<file path="src/rtl/clock_set_if.sv">
// Key-pulse inputs and control outputs of the time-setting controller.
// master = key/1 Hz source and consumer of the controls, slave = the controller.
interface clock_set_if;
    logic       mode_btn;
    logic       up_btn;
    logic       clr_btn;
    logic       en1hz;
    logic       run;
    logic       carry_en;
    logic       sec_clr;
    logic       min_inc;
    logic       hour_inc;
    logic [1:0] mode;
    logic [5:0] blink_mask;

    modport master (
        output mode_btn, up_btn, clr_btn, en1hz,
        input  run, carry_en, sec_clr, min_inc, hour_inc, mode, blink_mask
    );

    modport slave (
        input  mode_btn, up_btn, clr_btn, en1hz,
        output run, carry_en, sec_clr, min_inc, hour_inc, mode, blink_mask
    );
endinterface

</file>
<file path="src/rtl/clock_set_ctrl.sv">
// Time-setting sequencer for the HH:MM:SS clock: mode FSM, set-mode timeout and
// digit blink. Every output comes straight from a flop.
//
//   state    | meaning
//   ---------+-------------------------------------------------------
//   RUN      | normal timekeeping, seconds run, carries allowed
//   SET_HOUR | time frozen, up_btn bumps hours, hour digits blink
//   SET_MIN  | time frozen, up_btn bumps minutes, minute digits blink
//   ILLEGAL  | unreachable encoding, falls back to RUN
module clock_set_ctrl #(
    parameter int BLINK_CYC = 25_000_000,
    parameter int TIMEOUT_S = 10
) (
    input  logic        clk,
    input  logic        rst,
    clock_set_if.slave  bus
);

    typedef enum logic [1:0] {
        RUN      = 2'b00,
        SET_HOUR = 2'b01,
        SET_MIN  = 2'b10,
        ILLEGAL  = 2'b11
    } state_t;

    localparam int BW = $clog2(BLINK_CYC);
    localparam int TW = $clog2(TIMEOUT_S + 1);
    localparam logic [BW-1:0] BLINK_TC = BW'(BLINK_CYC - 1);
    localparam logic [TW-1:0] TO_LIM   = TW'(TIMEOUT_S);

    state_t        state, state_n;
    logic [BW-1:0] blink_cnt, blink_cnt_n;
    logic          blink_ph, blink_ph_n;
    logic [TW-1:0] to_cnt, to_cnt_n;
    logic          run_q, carry_q, sec_clr_q, min_inc_q, hour_inc_q;
    logic          sec_clr_n, min_inc_n, hour_inc_n;
    logic [5:0]    mask_q, mask_n;
    logic          key, up_act;

    always_comb begin
        state_n     = state;
        to_cnt_n    = to_cnt;
        blink_cnt_n = blink_cnt;
        blink_ph_n  = blink_ph;
        sec_clr_n   = bus.clr_btn;
        min_inc_n   = 1'b0;
        hour_inc_n  = 1'b0;
        up_act      = 1'b0;
        mask_n      = 6'b000000;
        key         = bus.mode_btn | bus.up_btn | bus.clr_btn;

        // mode_btn has priority, so up_btn in the same cycle is dropped
        case (state)
            RUN: begin
                if (bus.mode_btn) state_n = SET_HOUR;
            end
            SET_HOUR: begin
                if (bus.mode_btn) state_n = SET_MIN;
                else if (bus.up_btn) begin
                    hour_inc_n = 1'b1;
                    up_act     = 1'b1;
                end
            end
            SET_MIN: begin
                if (bus.mode_btn) state_n = RUN;
                else if (bus.up_btn) begin
                    min_inc_n = 1'b1;
                    up_act    = 1'b1;
                end
            end
            default: state_n = RUN;
        endcase

        // Keys beat en1hz; reaching the limit leaves SET, so the count never wraps
        if (state_n == RUN || state_n != state || key) begin
            to_cnt_n = '0;
        end else if (bus.en1hz) begin
            if (to_cnt >= TO_LIM - 1'b1) begin
                state_n  = RUN;
                to_cnt_n = '0;
            end else begin
                to_cnt_n = to_cnt + 1'b1;
            end
        end

        if (state_n == RUN || state_n != state || up_act) begin
            blink_cnt_n = '0;
            blink_ph_n  = 1'b0;
        end else if (blink_cnt == BLINK_TC) begin
            blink_cnt_n = '0;
            blink_ph_n  = ~blink_ph;
        end else begin
            blink_cnt_n = blink_cnt + 1'b1;
        end

        if (blink_ph_n) begin
            if (state_n == SET_HOUR)     mask_n = 6'b110000;
            else if (state_n == SET_MIN) mask_n = 6'b001100;
        end
    end

    always_ff @(posedge clk or negedge rst) begin
        if (!rst) begin
            state      <= RUN;
            blink_cnt  <= '0;
            blink_ph   <= 1'b0;
            to_cnt     <= '0;
            run_q      <= 1'b1;
            carry_q    <= 1'b1;
            sec_clr_q  <= 1'b0;
            min_inc_q  <= 1'b0;
            hour_inc_q <= 1'b0;
            mask_q     <= 6'b000000;
        end else begin
            state      <= state_n;
            blink_cnt  <= blink_cnt_n;
            blink_ph   <= blink_ph_n;
            to_cnt     <= to_cnt_n;
            run_q      <= (state_n == RUN);
            carry_q    <= (state_n == RUN);
            sec_clr_q  <= sec_clr_n;
            min_inc_q  <= min_inc_n;
            hour_inc_q <= hour_inc_n;
            mask_q     <= mask_n;
        end
    end

    assign bus.mode       = state;
    assign bus.run        = run_q;
    assign bus.carry_en   = carry_q;
    assign bus.sec_clr    = sec_clr_q;
    assign bus.min_inc    = min_inc_q;
    assign bus.hour_inc   = hour_inc_q;
    assign bus.blink_mask = mask_q;

endmodule
</file>
<file path="src/flat_wrapper.sv">
// flat-port wrapper written by rule: the top's interface ports become plain ports
module clock_set_ctrl_flat 
#(
    parameter int BLINK_CYC = 25_000_000,
    parameter int TIMEOUT_S = 10
)
  (clk, rst, bus_mode_btn, bus_up_btn, bus_clr_btn, bus_en1hz, bus_run, bus_carry_en, bus_sec_clr, bus_min_inc, bus_hour_inc, bus_mode, bus_blink_mask);
  clock_set_if bus_i ();
  input  logic clk;
  input  logic rst;
  input wire logic [$bits(bus_i.mode_btn)-1:0] bus_mode_btn;
  input wire logic [$bits(bus_i.up_btn)-1:0] bus_up_btn;
  input wire logic [$bits(bus_i.clr_btn)-1:0] bus_clr_btn;
  input wire logic [$bits(bus_i.en1hz)-1:0] bus_en1hz;
  output wire logic [$bits(bus_i.run)-1:0] bus_run;
  output wire logic [$bits(bus_i.carry_en)-1:0] bus_carry_en;
  output wire logic [$bits(bus_i.sec_clr)-1:0] bus_sec_clr;
  output wire logic [$bits(bus_i.min_inc)-1:0] bus_min_inc;
  output wire logic [$bits(bus_i.hour_inc)-1:0] bus_hour_inc;
  output wire logic [$bits(bus_i.mode)-1:0] bus_mode;
  output wire logic [$bits(bus_i.blink_mask)-1:0] bus_blink_mask;
  assign bus_i.mode_btn = bus_mode_btn;
  assign bus_i.up_btn = bus_up_btn;
  assign bus_i.clr_btn = bus_clr_btn;
  assign bus_i.en1hz = bus_en1hz;
  assign bus_run = bus_i.run;
  assign bus_carry_en = bus_i.carry_en;
  assign bus_sec_clr = bus_i.sec_clr;
  assign bus_min_inc = bus_i.min_inc;
  assign bus_hour_inc = bus_i.hour_inc;
  assign bus_mode = bus_i.mode;
  assign bus_blink_mask = bus_i.blink_mask;
  clock_set_ctrl #(.BLINK_CYC(BLINK_CYC), .TIMEOUT_S(TIMEOUT_S)) u_core (.clk(clk), .rst(rst), .bus(bus_i));
endmodule
</file>
<file path="config.mk">
export PLATFORM = sky130hd
export DESIGN_NAME = clock_set_ctrl_flat
export DESIGN_NICKNAME = d
export VERILOG_FILES = /design/src/rtl/clock_set_if.sv /design/src/rtl/clock_set_ctrl.sv /design/src/flat_wrapper.sv
export SDC_FILE = /design/constraint.sdc
export NUM_CORES = 1
export LEC_CHECK = 0
export CORE_ASPECT_RATIO = 0.5
export CORE_MARGIN = 8
export CORE_UTILIZATION = 40
export CTS_BUF_LIST = sky130_fd_sc_hd__clkbuf_8
export CTS_CLUSTER_SIZE = 40
export DETAILED_ROUTE_END_ITERATION = 12
export HOLD_SLACK_MARGIN = 0.15
export PLACE_DENSITY = 0.56
export SYNTH_ARGS = -nofsm -noshare
export SYNTH_HDL_FRONTEND = slang
export SYNTH_SLANG_ARGS = --single-unit
</file>
<file path="constraint.sdc">
create_clock -name clk -period 2.4 [get_ports clk]
set_clock_uncertainty 0.05 [all_clocks]
set_input_delay 0.24 -clock clk [delete_from_list [all_inputs] [get_ports clk]]
set_output_delay 0.24 -clock clk [all_outputs]
set_load 0.02 [all_outputs]
</file>
-- Word-level counts from Yosys, hierarchy flattened
Cells that the tools add are included.
Widths: inputs -> output; s select.
- add/sub/neg operators: 2
- multipliers: 0
- divide/modulo/power cells: 0
- order comparisons: 1
- eq/ne operators: 7
- shifts and indexed selects: 0
- muxes and demuxes: 22
- bitwise logic cells: 3
- reduce and logical (&&, ||, !) cells: 9
- operators by type and width (kind ; count):
    $mux 25 ; 2
    $add 25x1->25 const B ; 1
    $eq 25x25->1 const B ; 1
    $mux 4 ; 4
    $mux 2 ; 6
    $mux 6 ; 2
    $mux 1 ; 7
    $logic_not 2->1 ; 3
    $pmux 2 s3 ; 1
    $add 4x1->4 const B ; 1
    $eq 2x1->1 const B ; 2
    $eq 2x2->1 const B ; 2
    $ge 4x4->1 const B ; 1
    $logic_or 1x1->1 ; 4
    $ne 2x2->1 ; 2
    $or 1x1->1 ; 2
    $reduce_bool 2->1 ; 1
    $reduce_or 2->1 ; 1
    $not 1->1 ; 1
- flip-flop bits (word level): 42
- latch bits: 0
- RAM bits: 0
- bits in read-only memories: 0
- output and inout port bits: 13
- word-level logic and storage cells: 53
- memories: 0

-- Logic depth before layout (Yosys ltp)
Gate-level depths: netlist of the first run.
- depth after elaboration: 11
- depth in mapped cells: 9
- depth with buffers taken out: 7

-- Worst setup path before layout of the first run
Ideal clock, no wire load.
- kind: register to register
- from: register u_core.state[1] (netlist: u_core.bus.mode[1])
- to: register u_core.blink_cnt[12]
- library setup time: 86 ps
- data arrival time: 2106 ps
- required time: 2264 ps
- path slack: 158 ps
- cell stages (with the launch flop): 10
- buffers on the path: 2
- clock period less this slack: 2242 ps
- path through: dfrtp_1 > inv_1 > ha_1 > nor3_1 > o22ai_1 > and4_1 > or2_2 > buf_2 > buf_4 > nor3_1
- longest elaborated chain between the ends: 10
- RTL lines (what ; RTL line ; source):
    from (decl) ; clock_set_ctrl.sv:31 ; state_t state, state_n;
    from (signal assigned) ; clock_set_ctrl.sv:115 ; state <= state_n;
    $eq 2x2->1 (tied with other cells) ; clock_set_ctrl.sv:53 ; case (state)
    $pmux 2 s3 ; clock_set_ctrl.sv:53 ;
    $ne 2x2->1 / $logic_not 2->1 (equally long branches) ; clock_set_ctrl.sv:75 ; if (state_n == RUN || state_n != state || key) begin
    $logic_or 1x1->1 (2 in a row) ; clock_set_ctrl.sv:75 ;
    $mux 2 ; clock_set_ctrl.sv:75 ;
    $ne 2x2->1 / $logic_not 2->1 (equally long branches) ; clock_set_ctrl.sv:86 ; if (state_n == RUN || state_n != state || up_act) begin
    $logic_or 1x1->1 ; clock_set_ctrl.sv:86 ;
    $logic_or 1x1->1 * ; clock_set_ctrl.sv:86 ;
    $mux 25 * ; clock_set_ctrl.sv:86 ;
    net u_core.blink_cnt_n[12] ; clock_set_ctrl.sv:32 ; logic [BW-1:0] blink_cnt, blink_cnt_n;
    to (signal assigned) ; clock_set_ctrl.sv:116 ; blink_cnt <= blink_cnt_n;
    to (decl) ; clock_set_ctrl.sv:32 ;
Mark *: on every way through the listed nets, which the timed path passes. The rest lies on a longest branch.
A chain may end at the register's enable or synchronous reset.

-- Worst setup path in the final report of the first run
- from: register u_core.state[0] (netlist: u_core.bus.mode[0])
- to: register u_core.blink_cnt[3]
The elaborated chain is that of the path after synthesis.

==> results.md, run 1 <==
* Status: finished, final reports clean
* H-Tree Depth at 2
* Core area at 5000 sq um
* CP required at 2550 ps
* FP Rows at 18
* Top post-synthesis cells by area: dfrtp_1 44%, xnor2_1 7.5%, ha_1 4.7%, nor3_1 4.3%, nor2_1 3.7%
* Largest family of logic cells by synthesized area: simple AND/OR/NAND/NOR gates
* Internal Power at 0.001151 W
* Clk buf depth at 2
* Synth Area per Inst at approximately 10 sq um
* Unrepaired setup endpoints after global routing: false
* Max incr delay on CP at 470 ps
* Final Max Tran Viols at 0
* Critical path endpoint category: flop
* FFs w/ async S/R, synth at 100.0%
* Cell count after synthesis at roughly 210
* Die Y at 67.37 um
* Post-route ant nets at 0
* Post-synth top area cell: dfrtp_1
* Crit Path Max Fanout at 15
* Synth Area in Adders at 4.742%
* Crit path cell chain: inv_1 > ha_1 > nor3_1 > o22ai_1 > and4_1 > or2_2 > nor3_1
* Initial antenna violation count at 0
* Tcrit/Tclk final at 93.46%
* Ant diodes at 0
* Clk pin slew, worst setup/hold paths at 70 ps
* Final core utilization at 47.97%
* Setup CP Type: flop to flop
* Crit-path slowest cell: dfrtp_1
* Synth warnings at 0
* Crit path arrival time at 2390 ps
* Leakage at 0.9679 nW
* GRT Util Overall at ~11%
* Post-synthesis mux area share at 0.5335%
* Post-synthesis xor/xnor area fraction at 9.959%
* Dominant synthesized flop cell: dfrtp_1
* Syn-to-layout area delta at 13.63%
* Critical Path Start Type: flop
* Post-CTS Setup Bufs at 0
* Initial core utilization at 42.22%
* Min-delay worst type: primary input to flop
* Grt total ovfl at 0
* Logic gate share of total power at 33.3%
* Hold Vio Cnt, Final at 0
* Simple-Gate Fraction of Synth Area at approximately 28%
* Routability cong. at around 0.76
* Most common cell on crit path: nor3_1
* Via count at approximately 1500
* Sequential cell area fraction in the yosys report at a little under half
* Psw at ~0.00063 W
* Vias in the first global route at 1577
* DIE WIDTH at 118.7 um
* Hpwl dp at ~2900 um
* Net Sw Frac at 35.51%
* Most common cell in the netlist: dfrtp_1
* Fin crit period at 2243 ps
* Distinct cells, synth at between 40 and 50
* TritonCTS clock tree: yes
* Die area at ~8000 sq um
* Setup violators final at 0
* Slew at the pin with the worst max-slew slack at 845.0 ps
* Number of synthesized flops with an enable pin at 0
* Number of max-cap violations at 0
* Hold depth at 1
* # DRC at 0
* Drt total wl at 4065 um
* Clk sinks at 38
* Clk pwr share at 25.3%
* Clk_lat worst skew at 290 ps
* Largest net degree at the start of global routing at 39
* Seq cells post-synth at 38
* First-pass DRT Iterations at 4
* Relative slew slack at 43.66%
* Fmax at 445.8 MHz
* Layout cells sized above 1 at between 10% and 20%
* R2r setup slk at 160 ps
* Clk root buf: clkbuf_8
* Inserted Clock Buffers at 5
* Worst vdd ir at 0.5600 mV
* PD cells at 743.8 nW/um^2
* Flop pwr share at about two fifths
* Filler cells at 479
* # IOs at 19
* Global-route wire length before repair at 7231 um
* Mapped Area at between 2000 and 2500 sq um
* DRT iter0 DRCs at 77
* Reg2Reg Depth at 7
* Port bufs at 16
* Avg WL per Cell at around 14 um
* Number of vias per cell at 5.034
* Most common library cells after synthesis: 37 x dfrtp_1, 21 x nor2_1, 18 x nor3_1, 18 x xnor2_1, 13 x inv_1
* TNS Setup at 0 ps
* Compound-Gate Fraction of Synth Area at roughly 5.6%
* Post-synth top area share at between 40% and 50%
* Post-layout net count at 238
## placed cells by master, fill, tap and decap left out, drive strengths merged, types with 3 or more instances in the layout
master,netlist,final
nand3,9,9
o21ai,3,3
xnor2,18,18
clkbuf,3,6
inv,13,14
nand2,11,11
buf,10,4
nor4,3,3
or2,3,3
ha,8,8
and3,3,3
nor3,23,23
dfrtp,37,37
nand4,5,5
clkdlybuf4s50,0,15
xor2,6,6
nor2,21,21
nor4b,4,4
## worst max-delay path, delay by kind of cell (launching register included)
| family | cells | cell delay, ps |
|---|---|---|
| buffers and inverters | 1 | 130 |
| DFF | 1 | 470 |
| adders and majority gates | 1 | 270 |
| AOI/OAI and AO/OA | 1 | 120 |
| and+or+nand+nor | 4 | 1100 |
## registers in the layout (all words and copies together), names as in the netlist
| name | flops |
|---|---|
| u_core.bus.hour_inc | 1 |
| u_core.blink_ph | 1 |
| u_core.bus.sec_clr | 1 |
| u_core.to_cnt | 4 |
| u_core.bus.run | 1 |
| u_core.bus.min_inc | 1 |
| u_core.blink_cnt | 25 |
| u_core.bus.mode | 2 |
| u_core.bus.blink_mask | 2 |
## path summary, 6_finish.rpt
path / start / to
setup / recovery: u_core.bus.mode[0] / u_core.blink_cnt[3]
hold / removal: bus_clr_btn / u_core.bus.sec_clr
setup reg to reg: u_core.bus.mode[0] / u_core.blink_cnt[3]
hold reg to reg: u_core.blink_cnt[0] / u_core.blink_cnt[0]
max in group asynchronous: rst / u_core.bus.mode[1]
min in group asynchronous: rst / u_core.blink_cnt[4]
## per-layer routing
layer  wire [um]  up-vias  GRT usage (%)
li1            -      742              -
met1        1915      723          12.72
met2        1962       16          19.78
met3         131        4          2.995
met4          55        0          5.616
met5           0        -              0
## power by group through the flow
stage               combinational [W]  clock, W  sequential, W
floorplan                    0.000360         0       0.000773
global placement             0.000602         0       0.000747
detailed placement           0.000601         0       0.000747
CTS                          0.000606  0.000471       0.000737
global route                 0.000662  0.000498       0.000747
finish                       0.000594  0.000451       0.000739
## cells by family after synthesis
logic type	count (synthesis)
simple gates	95
flops	38
buf+inv	26
xor+xnor	24
compound gates	16
fa+ha+maj	8
other cells	1
mux	1
## metrics by stage
step	instances	setup WS [ps]	power (W)	hold slack (ps)	cell area [sq um]
final	295	156.9	0.001784	365.2	2399
after CTS	295	118.8	0.001814	355.7	2397
after global placement	286	178.7	0.001350	351.0	2296
after floorplan	210	158.1	0.001133	-105.6	2115
after detailed placement	286	158.0	0.001348	352.6	2296
after global routing	295	24.07	0.001907	366.7	2399
## area by class of cell
cell class | instances | area [sq um] | share of cell area [%]
clock inverter | 2 | 8.758 | 0.3652
sequential | 38 | 953.4 | 39.75
timing repair buffer | 20 | 187.7 | 7.825
tap | 70 | 87.58 | 3.652
multi-input combinational | 146 | 1030 | 42.93
clock buffer | 6 | 82.58 | 3.443
inverter | 13 | 48.80 | 2.034
## timing repair
action                                 CTS  global route
endpoints found under the hold margin   37             0
hold buffers                             1             0
setup endpoints to repair                0             5
resized for setup                        0             1
Note: power is estimated with default switching activity, not from simulation.
==> run 2: changes to the inputs <==
Settings changed: CORE_MARGIN 8 to 3.
==> run 2 against run 1 <==
Against the previous run:
- register-to-register slack improved by 110 ps
- power rose by 0.79%
- non-clock buffer count rose by 1
- final cell count fell by 1.0%
- largest power group unchanged
- highest routed layer unchanged
==> results.md, run 2 (synthesized netlist as in run 1, its figures left out) <==
* Initial antenna violation count at 0 (unchanged)
* Layout cells sized above 1 at 14.16% (was 14.22%)
* Most frequent cells in the layout: 37 x dfrtp_1, 21 x nor2_1, 18 x nor3_1, 18 x xnor2_1, 15 x clkdlybuf4s50_1 (was 36 x dfrtp_1, 21 x nor2_1, 18 x nor3_1, 18 x xnor2_1, 15 x clkdlybuf4s50_1)
* Setup CP Type: flop to flop (unchanged)
* Largest regs: u_core.blink_cnt x25, u_core.to_cnt x4 (unchanged)
* Clk buf depth at 2 (unchanged)
* Leakage at 0.9731 nW (was 0.9679 nW)
* Hold Vio Cnt, Final at 0 (unchanged)
* PD cells at 748.5 nW/um^2 (was 743.8 nW/um^2)
* Clk sinks at 38 (unchanged)
* Clk root buf: clkbuf_8 (unchanged)
* GRT Util Overall at 14.67% (was 11.19%)
* Vias in the first global route at 1522 (was 1577)
* Crit path arrival time at 2290 ps (was 2390 ps)
* TritonCTS clock tree: yes (unchanged)
* TNS Setup at 0 ps (unchanged)
* Initial core utilization at 44.70% (was 42.22%)
* Tcrit/Tclk final at 88.96% (was 93.46%)
* Slew at the pin with the worst max-slew slack at 835.2 ps (was 845.0 ps)
* # DRC at 0 (unchanged)
* Crit Path Max Fanout at 11 (was 15)
* Number of max-cap violations at 0 (unchanged)
* Setup violators final at 0 (unchanged)
* Reg2reg start: u_core.bus.mode[0] (unchanged)
* Area of the multi-input gates at 1032 sq um (was 1030 sq um)
* Clk pin slew, worst setup/hold paths at 70 ps (about the same)
* Via count at 1469 (was 1485)
* H-Tree Depth at 2 (unchanged)
* Final Max Tran Viols at 0 (unchanged)
* Avg WL per Cell at 13.88 um (was 13.78 um)
* Reg2Reg Depth at 8 (was 7)
* Filler cells at 468 (was 479)
* First-pass DRT Iterations at 4 (unchanged)
* Fmax at 468.4 MHz (was 445.8 MHz)
* Syn-to-layout area delta at 13.81% (was 13.63%)
* DIE WIDTH at 108.7 um (was 118.7 um)
* Min-delay worst type: primary input to flop (unchanged)
* Commonest non-fill, non-tap cell in the layout: dfrtp_1 (unchanged)
* Critical path endpoint category: flop (unchanged)
* Largest register FFs at 25 (unchanged)
* Final core utilization at 50.87% (was 47.97%)
* Top reg by flops: u_core.blink_cnt (unchanged)
* Die Y at 57.37 um (was 67.37 um)
* Hold path startpoint: bus_clr_btn (unchanged)
* Core area at 4722 sq um (was 5000 sq um)
* Hold depth at 1 (unchanged)
* Port bufs at 16 (unchanged)
* Post-CTS Setup Bufs at 0 (unchanged)
* Unrepaired setup endpoints after global routing: false (unchanged)
* CP required at 2560 ps (was 2550 ps)
* Clk_lat worst skew at 290 ps (about the same)
* Grt total ovfl at 0 (unchanged)
* FP Rows at 17 (was 18)
* # IOs at 19 (unchanged)
* Hold worst-path end: u_core.bus.sec_clr (unchanged)
* Sequential cell area at 952.2 sq um (was 953.4 sq um)
* Inserted Clock Buffers at 5 (unchanged)
* Relative slew slack at 44.32% (was 43.66%)
* Status: finished, final reports clean (unchanged)
* Critical Path Start Type: flop (unchanged)
* Routability cong. at 0.7546 (was 0.7609)
* Largest net degree at the start of global routing at 39 (unchanged)
* DRT iter0 DRCs at 51 (was 77)
* Reg-to-Reg End: u_core.blink_cnt[1] (was u_core.blink_cnt[3])
* Global-route wire length before repair at 7155 um (was 7231 um)
* Die area at 6237 sq um (was 7998 sq um)
* Ant diodes at 0 (unchanged)
* Worst vdd ir at 0.5846 mV (was 0.5600 mV)
* Worst setup path startpoint: u_core.bus.mode[0] (unchanged)
* Drt total wl at 4052 um (was 4065 um)
* R2r setup slk at 270 ps (was 160 ps)
* Number of vias per cell at 5.031 (was 5.034)
* Hpwl dp at 2898 um (was 2881 um)
* Post-route ant nets at 0 (unchanged)
* Post-layout net count at 239 (was 238)
* Fin crit period at 2135 ps (was 2243 ps)
==> run 2: cell types whose count changed in the layout (fill, tap and decap cells not counted) <==
cell and change:
or2_2 -1, dfrtp_2 -1, buf_4 +1, dfrtp_1 +1, or2_4 +1
==> run 2: repair_timing <==
| item | CTS | global route |
|---|---|---|
| resized for setup | 0 | 1 |
| endpoints found under the hold margin | 37 | 0 |
| endpoints found under the setup margin | 0 | 13 |
| hold buffers | 1 | 0 |
==> run 2: power by group <==
part           switching (W)  internal, W  leakage, nW
clock network       0.000218     0.000227       0.0524
registers          0.0000456     0.000689        0.521
logic               0.000377     0.000242        0.400
==> run 2: layer usage <==
metal	wire [um]	global-route usage (%)	vias up
met5	0	0	-
met4	62	4.856	0
met3	155	4.859	5
met2	1760	23.00	18
met1	2074	19.20	705
li1	-	-	741
==> run 2: worst max path at each step <==
stage                               endpoint  slack (ps)
finish                   u_core.blink_cnt[1]         270
global route        u_core.bus.blink_mask[4]          30
CTS                      u_core.blink_cnt[5]         140
detailed placement      u_core.blink_cnt[14]         130
global placement         u_core.blink_cnt[1]         170
floorplan               u_core.blink_cnt[12]         160
==> run 2: final cells by class <==
cell class | instances | share of cell area, %
Clock buffer | 6 | 3.438
Clock inverter | 2 | 0.3646
Inverter | 13 | 2.031
Sequential cell | 38 | 39.64
Multi-Input combinational cell | 146 | 42.97
Timing Repair Buffer | 21 | 8.125
Tap cell | 66 | 3.438
==> run 2: worst max-delay path: stages (launching register included) <==
cell and delay, ps:
dfrtp_1 460, inv_1 130, ha_1 270, nor3_1 190
o22ai_1 120, and4_1 240, nand3b_1 210, buf_4 210
nor3b_1 170
==> run 2: per-stage QoR <==
stage	area (sq um)	hold WS, ps	power, W	worst slack [ps]	cells
3_3_place_gp	2298	350.9	0.001356	174.1	283
5_1_grt	2402	352.8	0.001929	30.01	292
3_5_place_dp	2298	360.8	0.001369	132.2	283
4_1_cts	2400	349.2	0.001832	138.1	292
2_1_floorplan	2115	-105.6	0.001133	158.1	210
6_report	2402	360.4	0.001798	265.0	292
